[config.mk]
export PLATFORM = sky130hd
export DESIGN_NAME = msj_pd_update_scheduler
export DESIGN_NICKNAME = d
export VERILOG_FILES = /design/src/rtl/msj_sched_pkg.sv /design/src/rtl/msj_period_ticker.sv /design/src/rtl/msj_pd_update_scheduler.sv
export SDC_FILE = /design/constraint.sdc
export NUM_CORES = 1
export LEC_CHECK = 0
export CORE_AREA = 2 2 342 344
export DETAILED_ROUTE_END_ITERATION = 8
export DIE_AREA = 0 0 344 346
export GPL_ROUTABILITY_DRIVEN = 1
export HOLD_SLACK_MARGIN = 0.03
export PLACE_DENSITY = 0.6
export SLEW_MARGIN = 20
export SYNTH_ARGS = -nofsm -noshare
export SYNTH_HDL_FRONTEND = slang
export SYNTH_HIERARCHICAL = 1
export SYNTH_SLANG_ARGS = --single-unit
export TNS_END_PERCENT = 50
[constraint.sdc]
create_clock -name clock -period 4.38 [get_ports clock]
set_clock_uncertainty 0.2 [all_clocks]
set_input_delay 0.657 -clock clock [delete_from_list [all_inputs] [get_ports clock]]
set_output_delay 0.657 -clock clock [all_outputs]
set_load 0.05 [all_outputs]
[src/rtl/msj_sched_pkg.sv]
// Shared types and constants for the MSJ PD update scheduler.
// Control-mode encodings match the PD controller's mode input.
package msj_sched_pkg;

    localparam logic [1:0] CM_POSITION = 2'b00;
    localparam logic [1:0] CM_VELOCITY = 2'b01;
    localparam logic [1:0] CM_DIRECT   = 2'b10;

    typedef enum logic [2:0] {
        S_IDLE,
        S_COMMIT,
        S_STROBE,
        S_CAPTURE,
        S_DONE
    } sched_state_t;

    // One motor's setpoint/mode pair, as held in the shadow and active registers.
    typedef struct packed {
        logic signed [31:0] sp;
        logic [1:0]         mode;
    } motor_cfg_t;

    localparam motor_cfg_t CFG_RESET = '{sp: 32'sd0, mode: CM_DIRECT};

endpackage

[src/rtl/msj_period_ticker.sv]
// Free-running period counter producing a registered 1-cycle tick.
// period is only looked at when the counter reloads; period==0 parks the counter at 0.
module msj_period_ticker (
    input  logic        clock,
    input  logic        reset,
    input  logic [31:0] period,
    output logic        tick
);

    logic [31:0] count;

    // NOTE: sequential state uses non-blocking assignments only, so every
    // register samples the same pre-edge values regardless of statement order.
    always_ff @(posedge clock) begin
        if (reset) begin
            count <= '0;
            tick  <= 1'b0;
        end else begin
            tick <= 1'b0;
            if (count == '0) begin
                if (period != '0) begin
                    tick  <= 1'b1;
                    count <= period - 32'd1;
                end
            end else begin
                count <= count - 32'd1;
            end
        end
    end

endmodule

[src/rtl/msj_pd_update_scheduler.sv]
// Sweeps the per-motor PD controllers: commit shadow setpoint/mode, strobe the
// controller, capture its duty, then flag a coherent snapshot at sweep end.
module msj_pd_update_scheduler
    import msj_sched_pkg::*;
#(
    parameter int NUM_MOTORS = 8,
    parameter int IDX_W      = $clog2(NUM_MOTORS)
) (
    input  logic                   clock,
    input  logic                   reset,
    input  logic [31:0]            period,
    input  logic [NUM_MOTORS-1:0]  motor_enable,
    input  logic                   cfg_write,
    input  logic [IDX_W-1:0]       cfg_motor,
    input  logic signed [31:0]     cfg_sp,
    input  logic [1:0]             cfg_mode,
    input  logic signed [31:0]     duty_in [NUM_MOTORS],
    input  logic                   overrun_clear,
    output logic signed [31:0]     sp_out [NUM_MOTORS],
    output logic [1:0]             control_mode_out [NUM_MOTORS],
    output logic [NUM_MOTORS-1:0]  update_controller,
    output logic signed [31:0]     duty_snapshot [NUM_MOTORS],
    output logic                   snapshot_valid,
    output logic                   sweep_busy,
    output logic                   sweep_done,
    output logic                   overrun
);

    sched_state_t          state;
    logic [IDX_W-1:0]      idx;
    motor_cfg_t            shadow [NUM_MOTORS];
    logic [NUM_MOTORS-1:0] pending;
    logic                  tick;
    logic                  last_motor;
    logic                  cfg_in_range;

    assign last_motor   = (int'(idx) == NUM_MOTORS - 1);
    assign cfg_in_range = (int'(cfg_motor) < NUM_MOTORS);
    assign sweep_busy   = (state != S_IDLE);

    msj_period_ticker u_ticker (
        .clock  (clock),
        .reset  (reset),
        .period (period),
        .tick   (tick)
    );

    always_ff @(posedge clock) begin
        if (reset) begin
            state             <= S_IDLE;
            idx               <= '0;
            pending           <= '0;
            update_controller <= '0;
            sweep_done        <= 1'b0;
            snapshot_valid    <= 1'b0;
            overrun           <= 1'b0;
            // NOTE: the shadow bank is reset too, because an unwritten motor
            // must read back as direct mode with a zero setpoint.
            for (int i = 0; i < NUM_MOTORS; i++) begin
                shadow[i]           <= CFG_RESET;
                sp_out[i]           <= CFG_RESET.sp;
                control_mode_out[i] <= CFG_RESET.mode;
                duty_snapshot[i]    <= '0;
            end
        end else begin
            update_controller <= '0;
            sweep_done        <= 1'b0;

            // A tick that finds the sweep still running is dropped and remembered.
            if (tick && state != S_IDLE)
                overrun <= 1'b1;
            else if (overrun_clear)
                overrun <= 1'b0;

            case (state)
                S_IDLE: begin
                    if (tick) begin
                        idx   <= '0;
                        state <= S_COMMIT;
                    end
                end

                S_COMMIT: begin
                    if (!motor_enable[idx]) begin
                        if (last_motor) begin
                            state      <= S_DONE;
                            sweep_done <= 1'b1;
                        end else begin
                            idx <= idx + 1'b1;
                        end
                    end else begin
                        if (pending[idx]) begin
                            sp_out[idx]           <= shadow[idx].sp;
                            control_mode_out[idx] <= shadow[idx].mode;
                            pending[idx]          <= 1'b0;
                        end
                        update_controller[idx] <= 1'b1;
                        state                  <= S_STROBE;
                    end
                end

                S_STROBE: state <= S_CAPTURE;

                S_CAPTURE: begin
                    duty_snapshot[idx] <= duty_in[idx];
                    if (last_motor) begin
                        state      <= S_DONE;
                        sweep_done <= 1'b1;
                    end else begin
                        idx   <= idx + 1'b1;
                        state <= S_COMMIT;
                    end
                end

                S_DONE: begin
                    snapshot_valid <= 1'b1;
                    state          <= S_IDLE;
                end

                default: state <= S_IDLE;
            endcase

            // Placed after the commit so a same-cycle write re-arms pending for next sweep.
            if (cfg_write && cfg_in_range) begin
                shadow[cfg_motor]  <= '{sp: cfg_sp, mode: cfg_mode};
                pending[cfg_motor] <= 1'b1;
            end
        end
    end

endmodule

==> After elaboration in Yosys (flattened, before gate mapping) <==
Memory sizes are Yosys's and may differ from the RTL's. A register that Yosys moved wholly into a read port is not among the register bits.
Index checks and enable logic that the tools add are counted.
W data, S select, Z words.
{ "totals": {"input_bits": 337, "word_cells": 125, "register_bits": 586, "ram_bits": 272, "memories": 1, "output_inout_bits": 540} }
{ "mem_list": {"columns": ["name", "depth", "width", "read_ports", "rd_ports_with_merged_regs", "wr", "line", "source"], "rows": [
  ["shadow", 8, 34, 1, 1, 8, "msj_pd_update_scheduler.sv:31", "motor_cfg_t shadow [NUM_MOTORS];"]
]} }
{ "op_classes": {"n_eq_ne": 9, "reduce_logical": 16, "mux": 50, "bitwise_logic": 7, "add_sub_neg": 3, "n_lt_le_gt_ge": 6} }
{ "op_table": {"columns": ["op", "n"], "rows": [
  ["$bwmux W256", 2],
  ["$mux W32", 5],
  ["$bmux W32 S3", 1],
  ["$demux W32 S3", 1],
  ["$sub A32 B1 Y32 const B", 2],
  ["$mux W8", 5],
  ["$mux W34", 1],
  ["$reduce_or A34 Y1", 1],
  ["$logic_not A32 Y1", 1],
  ["$reduce_bool A32 Y1", 1],
  ["$mux W3", 10],
  ["$bwmux W16", 1],
  ["$mux W1", 15],
  ["$pmux W3 S4", 1],
  ["$pmux W3 S3", 1],
  ["$and A8 B8 Y8", 1],
  ["$lt A3 B4 Y1 const B", 2],
  ["$not A8 Y8", 1],
  ["$or A8 B8 Y8", 1],
  ["$bmux W1 S3", 2],
  ["$demux W1 S3", 2],
  ["$demux W2 S3", 1],
  ["$eq A3 B1 Y1 const B", 2],
  ["$eq A3 B2 Y1 const B", 2],
  ["other kinds (20)", 29]
]} }

==> Logic depth before layout (Yosys ltp) <==
Gate-level depths: netlist of run 1.
{ "depth": {"ltp_word": 12, "ltp_mapped": 17, "ltp_nobuf": 11} }

==> Cells and area by module <==
The synthesis of run 1 kept the hierarchy.
{ "by_module_without_submodules": {"columns": ["module", "seq_area_each_um2", "instances", "area_each_um2", "cells_each"], "rows": [
  ["msj_pd_update_scheduler", 19298.5, 1, 33220.6, 2890],
  ["msj_period_ticker", 660.6, 1, 2439.8, 313]
]} }

==> Least setup slack after synthesis of run 1 <==
Ideal clock, no wire load.
{ "synth_timing": {"kind": "in2reg", "start": "in reset", "end": "mem shadow[3][0] (netlist bit) (enable)", "path_buffers": 0, "required_ps": 3708, "setup_slack_ps": 382, "arrival_ps": 3326, "path_stages": 3, "setup_ps": 472, "path_cell_list": "inv_1 nand2_1 o21ai_0"} }
{ "synth_rtl": {"columns": ["item", "line", "source"], "rows": [
  ["start: declaration", "msj_pd_update_scheduler.sv:10", "input logic reset,"],
  ["end: declaration", "msj_pd_update_scheduler.sv:31", null]
]} }

==> Final worst setup path of run 1 <==
{ "layout_timing": {"start": "reg u_ticker.count[23]", "end": "reg u_ticker.count[26]"} }
{ "layout_between": {"elab_chain_cells": 2, "elab_cells_between_ends": 4, "classes_between": "add/sub (1); eq/ne (1); mux (1); reduce/logical (1)"} }
{ "layout_rtl": {"columns": ["item", "line", "source"], "rows": [
  ["start: declaration", "msj_period_ticker.sv:10", "logic [31:0] count;"],
  ["start signal: assignment", "msj_period_ticker.sv:23", "count <= period - 32'd1;"],
  ["start signal: assignment", "msj_period_ticker.sv:26", "count <= count - 32'd1;"],
  ["$sub A32 B1 Y32 or $logic_not A32 Y1 (tied branches)", "msj_period_ticker.sv:26, msj_period_ticker.sv:20", null],
  ["$mux W32 or $ne A2 B2 Y1 (tied branches)", null, null]
]} }
Parallel ways exist; a longest one is shown, timed or not.
A chain may end at the register's enable or synchronous reset.

==> key figures, run 1 <==
Yosys
  – Ys flop type: dfxtp_1
  – Yosys top cell by area: dfxtp_1
  – Area share of the largest cell type after synthesis: 0.331
  – Syn Inst Count: 3,203
  – Post-synth EDFFs: ~270
  – Synthesized area: between 30,000 and 40,000 sq um
  – Top-count cell post-synth: dfxtp_1
  – Async S/R FF share, synth: 0
  – Top cells by area, synth: dfxtp_1 (33%), edfxtp_1 (23%), mux2i_1 (7.0%)
  – Cell variety after synth: 81
  – Syn nets: 3,542
  – Post-synth top cells: dfxtp_1 (589), nor2_1 (356), edfxtp_1 (272)
  – Seq/Total Area, Yosys: 0.560
  – Yosys reg bits: about 860
  – Synth warnings: 6
  – Mapped Avg Cell Area: ~11 sq um

Power and ir drop
  – P_leak: between 15 and 20 nW
  – Combinational power share: 0.203
  – Clock power share: 0.380
  – Peak VDD IR: about 0.3 mV
  – Pwr/cell area: 428 nW/um^2
  – Reg power frac: 0.417
  – Net Sw Frac: 0.293
  – P_sw: 6.18 mW
  – P_int: around 15 mW

Clock tree
  – Clk root buf: clkbuf_16
  – Clk slew on worst S/H paths: 60 ps
  – TritonCTS clock tree: built
  – Clock sink count: ~860
  – Clock Path Buffers: 3
  – Post-CTS sizing: 0
  – Hold Buf Count CTS: 0
  – H-tree depth: 3
  – CTS buffer count: between 90 and 100
  – Setup Buffers After CTS: 0
  – Clock latency on the worst-skew pair: slightly below 700 ps

Global route
  – Met2 GRT Util: 0.356
  – GRT Max-Usage Layer: met2
  – Gr usage total: 0.231
  – Vias in the first global route: about 27,000
  – Initial antenna violation count: 29
  – Met3 Use GR: 0.0504
  – Largest net degree at the start of global routing: ~140
  – Met1 usage: 0.326
  – Grt ovf: 0
  – First-pass GRT wire length: 200,000 um

STA
  – Fmax: 276 MHz
  – Fin crit share: 0.826
  – Final Hold Fails: 0
  – Final setup fails: 0
  – Crit path time final: between 3000 and 4000 ps
  – Setup_tns: 0 ps
  – Max_slew headroom: 0.262
  – Worst Tran Pin Value: about 1100 ps
  – Unrepaired setup endpoints after global routing: no
  – Final slew viol count: 0
  – Post-route setup slack: roughly 760 ps
  – WHS: 105 ps

Finish
  – Final instance area: between 40,000 and 50,000 sq um
  – Fin nets: 4,357
  – Cell Count, Final, Fillers Out: 5,624
  – Area growth syn-to-layout: 38.5%
  – Multi-input gate area: approximately 15,000 sq um
  – Proportion of layout cells with a drive suffix above 1: 0.114
  – Fill cell count: between 10,000 and 15,000
  – FF+latch area: ~20,000 sq um

Die
  – Num rows: 125
  – Die H: approximately 350 um
  – Starting Density: 0.309
  – CORE AREA: between 100,000 and 150,000 sq um
  – Chip width: roughly 340 um
  – Area of the die: 119,000 sq um
  – I/O pin cnt: between 800 and 900

Critical path
  – CP endpoint kind: register
  – Worst EP required: approximately 4700 ps
  – WP data arrival: 3950 ps
  – CP Class: register to register
  – Worst Path Max Fanout: 8
  – Startpoint types: register

Run status
  – Status: completed

Drt
  – Vias/cell: about 5.0
  – Iteration-0 DRC Markers: approximately 2,300
  – Routed wire length: 143,000 um
  – DRT Pass-1 Iters: 7
  – WL/cell: approximately 25 um
  – Post-route ant nets: 0
  – Via count: ~28,000
  – DRC Markers: 0

Place
  – Post-DP HPWL: 102,000 um
  – Post-Place Cell Area: ~46,000 sq um
  – Pre-CTS WS: ~530 ps
  – DP Cell Count: around 5,400
  – PortBufs: approximately 900
  – GPL Wtd Cong: about 0.90

Job
  – Max Cap Viol: 0

Worst hold path
  – Hold Crit Class: input port to register
## metrics by stage
stage | total power [mW] | utilization
detailed placement | 13.2 | 0.400
global placement | 13.2 | 0.400
global route | 21.9 | 0.428
finish | 21.1 | 0.428
CTS | 21.3 | 0.428
floorplan | 11.5 | -
## critical path, stage by stage, from the launching register on
cell and delay (ps):
dfxtp_1 360, or4_4 590, or4_4 600, nor3_2 290, a21oi_1 130, ha_1 240
or3b_2 280, or2_2 170, nor4_2 60, buf_4 160, o2111ai_4 150, o31a_1 200
nor3_2 50
## cell usage in the layout (no fill, tap or decap), types with 7 or more instances in the layout
cell type and n:
nand3b_1 13, mux2i_1 251, nor3_2 15, nor2_1 351, clkinv_2 9, xnor2_1 8
nor3_1 73, clkbuf_16 96, a211oi_1 184, o21ai_0 112, clkbuf_1 23, or2_2 8
clkdlybuf4s50_1 875, a31o_2 8, mux2_2 42, nand2b_1 17, diode_2 7, buf_12 10
nand3_1 81, edfxtp_1 272, a31oi_1 7, nand2_1 270, o211ai_1 9, a221oi_1 8
a21oi_1 76, mux4_2 103, clkbuf_8 24, nor4_1 21, a22oi_1 9, dfxtp_1 584
or3_1 18, and2_1 269, buf_4 79, a21o_1 7, or4_1 12
## path summary, 6_finish.rpt
path                                     endpoint  slack (ps)  depth (start not counted)                       startpoint
setup reg to reg  u_ticker/count[26]$_SDFFE_PP0P_         760                         12  u_ticker/count[23]$_SDFFE_PP0P_
hold reg to reg           sp_out[26]$_SDFFE_PP0P_         250                          2          sp_out[26]$_SDFFE_PP0P_
setup / recovery  u_ticker/count[26]$_SDFFE_PP0P_         760                         12  u_ticker/count[23]$_SDFFE_PP0P_
hold / removal               overrun$_SDFFE_PP0P_         100                          2                            reset
## power by group through the flow
stage	sequential, mW	clock [mW]	combinational (mW)
after global placement	8.97	0	4.25
after floorplan	8.78	0	2.68
after CTS	8.81	8.19	4.28
after global routing	8.85	8.49	4.55
final	8.80	8.04	4.29
after detailed placement	8.98	0	4.26
## state kept, by name, summed over array words and instances, names as in the netlist, named ones only
name               count
sweep_done             1
duty_snapshot        256
sp_out               256
u_ticker/count        32
state                  3
overrun                1
pending                8
control_mode_out      16
u_ticker/tick          1
snapshot_valid         1
idx                    3
update_controller      8
shadow               272
## metal layers
| metal | up-vias | share of wire |
|---|---|---|
| met5 | - | 0.00060 |
| li1 | 13160 | - |
| met2 | 1075 | 0.45 |
| met3 | 180 | 0.079 |
| met1 | 13831 | 0.45 |
| met4 | 12 | 0.022 |
## final cells by class
| class | count | area share |
|---|---|---|
| clock inverter | 28 | 0.00684 |
| tap | 1524 | 0.0386 |
| multi-input combinational | 2090 | 0.298 |
| sequential | 861 | 0.404 |
| inverter | 5 | 0.000532 |
| antenna | 7 | 0.000355 |
| clock buffer | 143 | 0.0571 |
| timing repair buffer | 966 | 0.194 |
## logic make-up after synthesis
logic type / Yosys count / share of synthesized area
AO/OA/AOI/OAI: 483 / 0.0919
XOR/XNOR: 11 / 0.00270
adder cells (fa/ha/maj): 2 / 0.000702
buffers and inverters: 252 / 0.0317
flip-flops: 861 / 0.560
multiplexers: 396 / 0.149
AND/OR/NAND/NOR: 1198 / 0.164
Note: power is estimated with default switching activity, not from simulation.
==> run 2, diff against run 1 <==
- clock period: 4.38 -> 3.46 ns (I/O delays scaled with it)
==> run 2 against run 1 <==
Net effect:
- sequential share of layout area down 0.61 points
- worst setup slack worse by 620 ps
- highest routed layer unchanged
- combinational power up 33%
- clock power up 26%
- first-iteration DRC count down 3.6%
- maximum frequency up 9.1%
- register-to-register slack worse by 620 ps
==> key figures, run 2 (synthesis results as in run 1) <==
Run status
  – Status: completed (unchanged)

Power and ir drop
  – Pwr/cell area: 536 nW/um^2 (was 428 nW/um^2)
  – Peak VDD IR: 0.421 mV (was 0.306 mV)
  – P_leak: 18.0 nW (was 17.6 nW)
  – Power, Total: 26.9 mW (was 21.1 mW)

Clock tree
  – Clock Path Buffers: 3 (unchanged)
  – H-tree depth: 3 (unchanged)
  – TritonCTS clock tree: built (unchanged)
  – Clock latency on the worst-skew pair: 700 ps (was 680 ps)
  – Post-CTS sizing: 0 (unchanged)
  – Clk root buf: clkbuf_16 (unchanged)
  – Clk slew on worst S/H paths: 60 ps (about the same)
  – CTS buffer count: 92 (was 94)
  – Clock sink count: 861 (unchanged)

Finish
  – Proportion of layout cells with a drive suffix above 1: 0.128 (was 0.114)
  – Max reg flops: 272 (unchanged)
  – Fin nets: 4,418 (was 4,357)
  – Leading cell type in the layout, fill and taps excluded: clkdlybuf4s50_1 (unchanged)
  – Final Util: 0.435 (was 0.428)
  – Fill cell count: 10,876 (was 10,974)
  – Regs by FF count: shadow: 272 flops, duty_snapshot: 256 flops, sp_out: 256 flops (unchanged)
  – Top reg by flops: shadow (unchanged)
  – Most frequent cells in the layout: clkdlybuf4s50_1 (875), dfxtp_1 (583), nor2_1 (352) (was clkdlybuf4s50_1 (875), dfxtp_1 (584), nor2_1 (351))
  – Cell Count, Final, Fillers Out: 5,692 (was 5,624)
  – Area growth syn-to-layout: 40.6% (was 38.5%)

Worst hold path
  – WHS Path Cells: 2 (unchanged)
  – Hold Crit Class: register to register (was input port to register)

Global route
  – Initial antenna violation count: 23 (was 29)
  – Largest net degree at the start of global routing: 129 (was 142)
  – Vias in the first global route: 27,041 (was 26,695)
  – Gr usage total: 0.230 (was 0.231)
  – First-pass GRT wire length: 199,000 um (was 200,000 um)
  – Grt ovf: 0 (unchanged)

STA
  – Worst Tran Pin Value: 922 ps (was 1110 ps)
  – Post-route setup slack: 143 ps (was 761 ps)
  – Crit path time final: 3320 ps (was 3620 ps)
  – Fin crit share: 0.959 (was 0.826)
  – Max_slew headroom: 0.385 (was 0.262)
  – Unrepaired setup endpoints after global routing: no (unchanged)
  – Final Hold Fails: 0 (unchanged)
  – Fmax: 301 MHz (was 276 MHz)
  – Final slew viol count: 0 (unchanged)
  – Final setup fails: 0 (unchanged)

Drt
  – WL/cell: 25.0 um (was 25.4 um)
  – DRT Pass-1 Iters: 5 (was 7)
  – DRC Markers: 0 (unchanged)
  – Iteration-0 DRC Markers: 2,251 (was 2,336)
  – Routed wire length: 142,000 um (was 143,000 um)
  – Post-route ant nets: 0 (unchanged)
  – Via count: 28,274 (was 28,258)
  – Vias/cell: 4.97 (was 5.02)

Critical path
  – Startpoint types: register (unchanged)
  – CP endpoint kind: register (unchanged)
  – Reg2reg path depth: 10 (was 12)
  – CP Class: register to register (unchanged)
  – Worst EP required: 3850 ps (was 4710 ps)
  – Worst Path Max Fanout: 6 (was 8)
  – WP data arrival: 3710 ps (was 3950 ps)

Die
  – Area of the die: 119,000 sq um (unchanged)
  – Chip width: 344 um (unchanged)
  – Die H: 346 um (unchanged)
  – I/O pin cnt: 877 (unchanged)
  – Starting Density: 0.309 (unchanged)
  – CORE AREA: 115,000 sq um (unchanged)
  – Num rows: 125 (unchanged)

Place
  – DP Cell Count: 5,508 (was 5,446)
  – Pre-CTS WS: 102 ps (was 525 ps)
  – GPL Wtd Cong: 0.877 (was 0.898)
  – Post-DP HPWL: 103,000 um (was 102,000 um)
  – PortBufs: 876 (unchanged)

Job
  – Max Cap Viol: 0 (unchanged)
run 2: cell types whose count changed in the layout (fill, tap and decap cells not counted), moves of 2 or more:
| cell | change |
|---|---|
| diode_2 | +5 |
| clkinv_4 | +2 |
| inv_16 | +2 |
| a21oi_2 | +2 |
| a21oi_1 | -2 |
| clkbuf_16 | -2 |
| inv_6 | +2 |
| buf_4 | +42 |
| buf_12 | +21 |
| clkbuf_8 | -5 |
run 2: repair_timing:
item | CTS | global route
hold buffers | 1 | 0
endpoints found under the hold margin | 1 | 0
setup buffers | 0 | 0
run 2: path summary, 6_finish.rpt:
check                                  start                        endpoint  slack, ps
max          u_ticker/count[23]$_SDFFE_PP0P_  u_ticker/count[8]$_SDFFE_PP0P_        140
min                   sp_out[8]$_SDFFE_PP0P_          sp_out[8]$_SDFFE_PP0P_        250
max reg2reg  u_ticker/count[23]$_SDFFE_PP0P_  u_ticker/count[8]$_SDFFE_PP0P_        140
min reg2reg           sp_out[8]$_SDFFE_PP0P_          sp_out[8]$_SDFFE_PP0P_        250
run 2: area by class of cell:
cell class              instances  area, sq um  area share
diodes                         12         30.0    0.000599
clock buffers                 135         2700      0.0538
clock inverters                36          434     0.00866
inverters                       5         26.3    0.000524
multi-input cells            2090        14800       0.295
flip-flops and latches        861        20000       0.398
well taps                    1524         1910      0.0380
repair buffers               1029        10300       0.206
run 2: metrics by stage:
stage                     area [sq um]  hold WS, ps  setup TNS, ps
after CTS                        50100          257              0
after detailed placement         47000          246              0
after floorplan                  35700          255         -51380
after global routing             50100          273              0
final                            50200          253              0
after global placement           47000          242              0
run 2: critical path: stages, from the launching register on:
cell and delay (ps):
dfxtp_1 350, or4_4 580, or4_4 600, nor3_4 320, a21oi_2 100, ha_2 190, or3b_4 250, or2_4 140
nor3_1 40, or3_1 350, a21oi_1 130
run 2: power breakdown:
part / internal, mW / switching (mW) / leakage, nW
registers: 10.8 / 0.349 / 7.37
clock network: 5.78 / 4.31 / 1.52
logic: 2.47 / 3.23 / 9.11
total: 19.0 / 7.89 / 18.0
run 2: metal layers:
| layer | up-vias | share of wire | track usage |
|---|---|---|---|
| met5 | - | 0.00063 | 0 |
| met4 | 16 | 0.025 | 0.0667 |
| met3 | 180 | 0.076 | 0.0585 |
| met2 | 967 | 0.45 | 0.356 |
| met1 | 13825 | 0.45 | 0.315 |
| li1 | 13286 | - | - |
